<file path="src/rtl/seq_det_ctrl.sv">
// Sequencing controller for a serial 1011 pattern detector: accepts parallel
// words, arms the detector and shifts each word MSB-first, reporting per-word match results.
module seq_det_ctrl #(
    parameter int DATA_W = 16,
    parameter int CNT_W  = 8
) (
    input  logic                      clk_i,
    input  logic                      rstn_i,
    input  logic [DATA_W-1:0]         word_i,
    input  logic                      word_valid_i,
    output logic                      word_ready_o,
    output logic                      det_start_o,
    output logic                      det_serial_o,
    input  logic                      det_detected_i,
    output logic                      done_o,
    output logic                      found_o,
    output logic [$clog2(DATA_W)-1:0] pos_o,
    output logic [CNT_W-1:0]          match_cnt_o,
    input  logic                      clr_cnt_i
);

    localparam int POS_W = $clog2(DATA_W);
    localparam int BCW   = POS_W + 1;

    typedef enum logic [2:0] {
        S_IDLE  = 3'd0,
        S_START = 3'd1,
        S_FLUSH = 3'd2,
        S_SHIFT = 3'd3,
        S_DRAIN = 3'd4,
        S_DONE  = 3'd5
    } state_t;

    state_t              state_q, state_d;
    logic [DATA_W-1:0]   shreg_q;
    logic [BCW-1:0]      bit_cnt_q;
    logic                flush_cnt_q;
    logic                armed_q;
    logic                found_q;
    logic [POS_W-1:0]    pos_q;
    logic [CNT_W-1:0]    cnt_q;
    logic                accept;
    logic                hit;

    assign accept = word_valid_i && word_ready_o;
    assign hit    = det_detected_i && (state_q == S_SHIFT || state_q == S_DRAIN);

    // NOTE: sequential state uses non-blocking assignments so every register
    // samples the pre-edge values regardless of statement order.
    always_ff @(posedge clk_i) begin
        if (!rstn_i) state_q <= S_IDLE;
        else         state_q <= state_d;
    end

    // NOTE: each always_comb assigns a default first so no path can infer a latch.
    always_comb begin
        state_d = state_q;
        case (state_q)
            S_IDLE:  if (accept) state_d = armed_q ? S_FLUSH : S_START;
            S_START: state_d = S_SHIFT;
            S_FLUSH: if (flush_cnt_q) state_d = S_SHIFT;
            S_SHIFT: begin
                if (det_detected_i)                       state_d = S_DONE;
                else if (bit_cnt_q == BCW'(DATA_W - 1))   state_d = S_DRAIN;
            end
            S_DRAIN: state_d = S_DONE;
            S_DONE:  state_d = S_IDLE;
            default: state_d = S_IDLE;
        endcase
    end

    always_comb begin
        word_ready_o = 1'b0;
        det_start_o  = 1'b0;
        det_serial_o = 1'b0;
        done_o       = 1'b0;
        case (state_q)
            S_IDLE:  word_ready_o = 1'b1;
            S_START: det_start_o  = 1'b1;
            S_SHIFT: det_serial_o = shreg_q[DATA_W-1];
            S_DONE:  done_o       = 1'b1;
            default: ;
        endcase
    end

    // Result registers are written on the edge into DONE so they become visible with done_o.
    always_ff @(posedge clk_i) begin
        if (!rstn_i) begin
            shreg_q     <= '0;
            bit_cnt_q   <= '0;
            flush_cnt_q <= 1'b0;
            armed_q     <= 1'b0;
            found_q     <= 1'b0;
            pos_q       <= '0;
        end else begin
            case (state_q)
                S_IDLE: begin
                    if (accept) shreg_q <= word_i;
                    bit_cnt_q   <= '0;
                    flush_cnt_q <= 1'b0;
                end
                S_START: armed_q     <= 1'b1;
                S_FLUSH: flush_cnt_q <= ~flush_cnt_q;
                S_SHIFT: begin
                    shreg_q   <= shreg_q << 1;
                    bit_cnt_q <= bit_cnt_q + 1'b1;
                    if (det_detected_i) begin
                        found_q <= 1'b1;
                        pos_q   <= POS_W'(bit_cnt_q - 1'b1);
                        armed_q <= 1'b0;
                    end
                end
                S_DRAIN: begin
                    if (det_detected_i) begin
                        found_q <= 1'b1;
                        pos_q   <= POS_W'(DATA_W - 1);
                        armed_q <= 1'b0;
                    end else begin
                        found_q <= 1'b0;
                        pos_q   <= '0;
                    end
                end
                default: ;
            endcase
        end
    end

    // Clear takes priority over a same-cycle increment; increments stop at all-ones.
    always_ff @(posedge clk_i) begin
        if (!rstn_i)                   cnt_q <= '0;
        else if (clr_cnt_i)            cnt_q <= '0;
        else if (hit && cnt_q != '1)   cnt_q <= cnt_q + 1'b1;
    end

    assign found_o     = found_q;
    assign pos_o       = pos_q;
    assign match_cnt_o = cnt_q;

endmodule

</file>
<file path="config.mk">
export PLATFORM = sky130hd
export DESIGN_NAME = seq_det_ctrl
export DESIGN_NICKNAME = d
export VERILOG_FILES = /design/src/rtl/seq_det_ctrl.sv
export SDC_FILE = /design/constraint.sdc
export NUM_CORES = 1
export LEC_CHECK = 0
export BUFFER_PORTS_ARGS = -buffer_cell sky130_fd_sc_hd__clkbuf_2
export CAP_MARGIN = 15
export CORE_MARGIN = 1
export CORE_UTILIZATION = 38
export DETAILED_ROUTE_END_ITERATION = 8
export PLACE_DENSITY_LB_ADDON = 0.12
export SLEW_MARGIN = 20
export SYNTH_ARGS = -nofsm -noshare
export SYNTH_HDL_FRONTEND = slang
export SYNTH_SLANG_ARGS = --single-unit
export TNS_END_PERCENT = 1
</file>
<file path="constraint.sdc">
create_clock -name clk_i -period 1.36 [get_ports clk_i]
set_input_delay 0.272 -clock clk_i [delete_from_list [all_inputs] [get_ports clk_i]]
set_output_delay 0.272 -clock clk_i [all_outputs]
set_load 0.05 [all_outputs]
</file>
==> results.py <==
metrics = {
    "global_routing": {
        "grt_max_degree": 33,
        "grt_overflow": 0,
        "grt_pass1_vias": 1912,
        "grt_usage_pct": 17.8,
        "antenna_found_initial": 0,
        "grt_pass1_wl_um": 8470,
    },
    "detailed_routing": {
        "firstDrtPassIters": 4,
        "routedWlPerCell_um": 13.0,
        "drtIter0Drc": 75,
        "num_vias": 2039,
        "routed_wl_um": 4970,
        "ant_nets": 0,
        "vias_per_cell": 5.32,
        "drc": 0,
    },
    "logic_synthesis": {
        "synth.top_cells.by_area": "dfxtp_1 37%, mux2i_1 7.5%, o211a_1 7.0%",
        "yosys.cell_types.count": 52,
        "synth_most_common_cell": "dfxtp_1",
        "yosys-top-cells-count": "39 x dfxtp_1, 30 x nand2_1, 16 x mux2i_1, 16 x o21ai_0, 15 x o211a_1",
        "synth_nets": 273,
        "ys.flop_type": "dfxtp_1",
        "ys_seq_area_share_pct": 36.6,
        "avgSynthCellArea_um2": 8.61,
        "synthesis.area_mm2": 0.00213,
        "synth_seq_cells": 39,
        "synth_async_sr_flop_share_pct": 0,
        "synth_top_area_cell": "dfxtp_1",
        "synth_edf_count": 0,
        "yosys_warnings": 0,
        "syn-instance-count": 248,
        "synth_top_area_share_pct": 36.6,
    },
    "cells_and_area": {
        "drive_gt1_share_pct": 37.1,
        "stdcell_count": 383,
        "nets": 337,
        "area_growth_pct": 37.6,
        "n_fill_cell": 513,
        "antenna_cells": 0,
    },
    "clock_network": {
        "ctsHoldBuffers": 0,
        "cts_root_buf": "clkbuf_8",
        "cts_sinks": 39,
        "cts_max_level": 2,
        "clk_latency_ps": 290,
        "clockBufferDepth": 2,
        "cts_tree": "built",
        "path_clk_slew_ps": 80,
        "numCtsBuffers": 5,
    },
    "place": {
        "routabilityCongestion": 0.787,
        "place_ws_ps": -222,
        "post-place-cells": 371,
        "portBuffers": 37,
        "dp_hpwl_um": 3430,
    },
    "setup_path": {
        "startpoint_type": "register",
        "cp_max_fo": 7,
        "worstSetupPathType": "register to register",
        "ff2ff_path_depth": 5,
        "end_kind": "register",
        "reg2reg_from": "state_q[0]",
        "cp_data_arrival_time_ps": 1810,
        "worstPathRequired_ps": 1590,
        "crit_path_start": "state_q[0]",
    },
    "timing": {
        "post-route-period-util_pct": 116,
        "setup-violations-final": 32,
        "tightest_slew_ps": 305,
        "fin_ws_ps": -220,
        "grt_setup_unrepaired": "true",
        "fmax_ghz": 0.633,
        "relSlewSlack_pct": 79.7,
        "hold_viol": 0,
        "period_needed_ps": 1580,
        "report.final.slew_viol_count": 0,
        "skew_ps": 3.62,
    },
    "floorplan": {
        "rows": 26,
        "die_area_mm2": 0.00592,
        "die_w_um": 77.0,
        "pin_count": 38,
        "start_util_pct": 40.5,
        "die_h_um": 77.0,
        "core_mm2": 0.00527,
    },
    "power_and_ir_drop": {
        "powerDensity_mw_per_mm2": 1710,
        "vdd_drop_max_v": 0.000794,
        "p_leak_nw": 1.41,
    },
    "min_path": {
        "min_from": "word_i[0]",
        "whs_path_depth": 3,
        "hold_path_class": "primary input to register",
    },
    "flow_run": {
        "drv_cap": 0,
    },
    "status": {
        "outcome": "finished, violations left",
        "violations": "setup timing",
    },
}
-- power by group --
part | switching [mW] | total, mW | leakage [nW] | internal (mW)
Clock | 0.446 | 0.993 | 0.0581 | 0.547
Combinational | 1.26 | 2.41 | 1.03 | 1.15
Sequential | 0.179 | 1.62 | 0.324 | 1.44
-- registers in the layout, indices dropped and copies added, names as in the netlist --
signal       cells
state_q          3
flush_cnt_q      1
bit_cnt_q        5
shreg_q         16
pos_o            4
match_cnt_o      8
found_o          1
armed_q          1
-- layer usage --
metal / share of wire (%) / track usage (%) / up-vias
met5: 0 / 0 / -
met4: 1.2 / 5.58 / 0
met3: 4.3 / 5.36 / 7
met2: 48 / 30.0 / 43
met1: 46 / 21.5 / 946
li1: - / - / 1043
-- layout make-up --
cell class                      instances  area (um^2)  area share, %
Clock buffer                            5         68.8           2.34
Clock inverter                          3         43.8           1.49
Multi-Input combinational cell        185         1360           46.2
Sequential cell                        39          798           27.2
Timing Repair Buffer                   74          556           18.9
Tap cell                               70         87.6           2.98
Inverter                                7         26.3          0.895
-- worst paths after layout --
check | endpoint | slack, ps
setup / recovery | match_cnt_o[4] | -220
hold reg to reg | shreg_q[0] | 480
setup reg to reg | match_cnt_o[4] | -220
hold / removal | shreg_q[0] | 220
-- logic make-up (layout without fill, tap and decap cells) --
logic type	count (synthesis)	in the layout	share of synthesized area (%)
and+or+nand+nor	93	93	23.4
AOI/OAI and AO/OA	70	70	23.8
DFF	39	39	36.6
buffers and inverters	24	89	5.51
muxes	16	16	7.50
adders and majority gates	4	4	2.34
xor gates and xnor gates	2	2	0.821
-- critical path, cell delays in order (launching register included) --
cell and delay [ps]:
dfxtp_2 340, buf_6 120, and4bb_2 340, nor2b_4 80
or4_4 510, a21oi_2 130
-- repair_timing --
item                                    4_1_cts  5_1_grt
pin swaps                                    13        7
endpoints found under the setup margin       38       41
buffers inserted                              1        3
gates resized for setup                      31       33
-- metrics by stage --
stage	util, %	hold WS (ps)	total power, mW	setup TNS, ps	instance area [um^2]
floorplan	-	430	3.16	-2710	2180
global route	55.7	221	5.35	-5010	2940
finish	55.7	220	5.02	-3020	2940
detailed placement	49.6	477	3.72	-5150	2620
global placement	49.6	468	3.70	-4930	2620
CTS	53.9	217	4.94	-3430	2840
-- cell usage in the layout, fill, tap and decap left out, types with 3 or more instances in the layout --
cell / instances
a21boi_0: 4
a21oi_1: 7
a21oi_2: 3
and3_1: 5
buf_4: 26
buf_6: 8
buf_8: 5
clkbuf_2: 31
clkbuf_8: 5
dfxtp_1: 29
dfxtp_2: 8
inv_1: 7
mux2i_1: 16
nand2_1: 29
nand2b_1: 4
nand3_1: 7
nand3b_1: 3
nor2_1: 7
nor2_4: 3
nor2b_1: 9
nor3_1: 5
o211a_1: 15
o21ai_0: 11
o21ai_1: 4
Note: power is estimated with default switching activity, not from simulation.
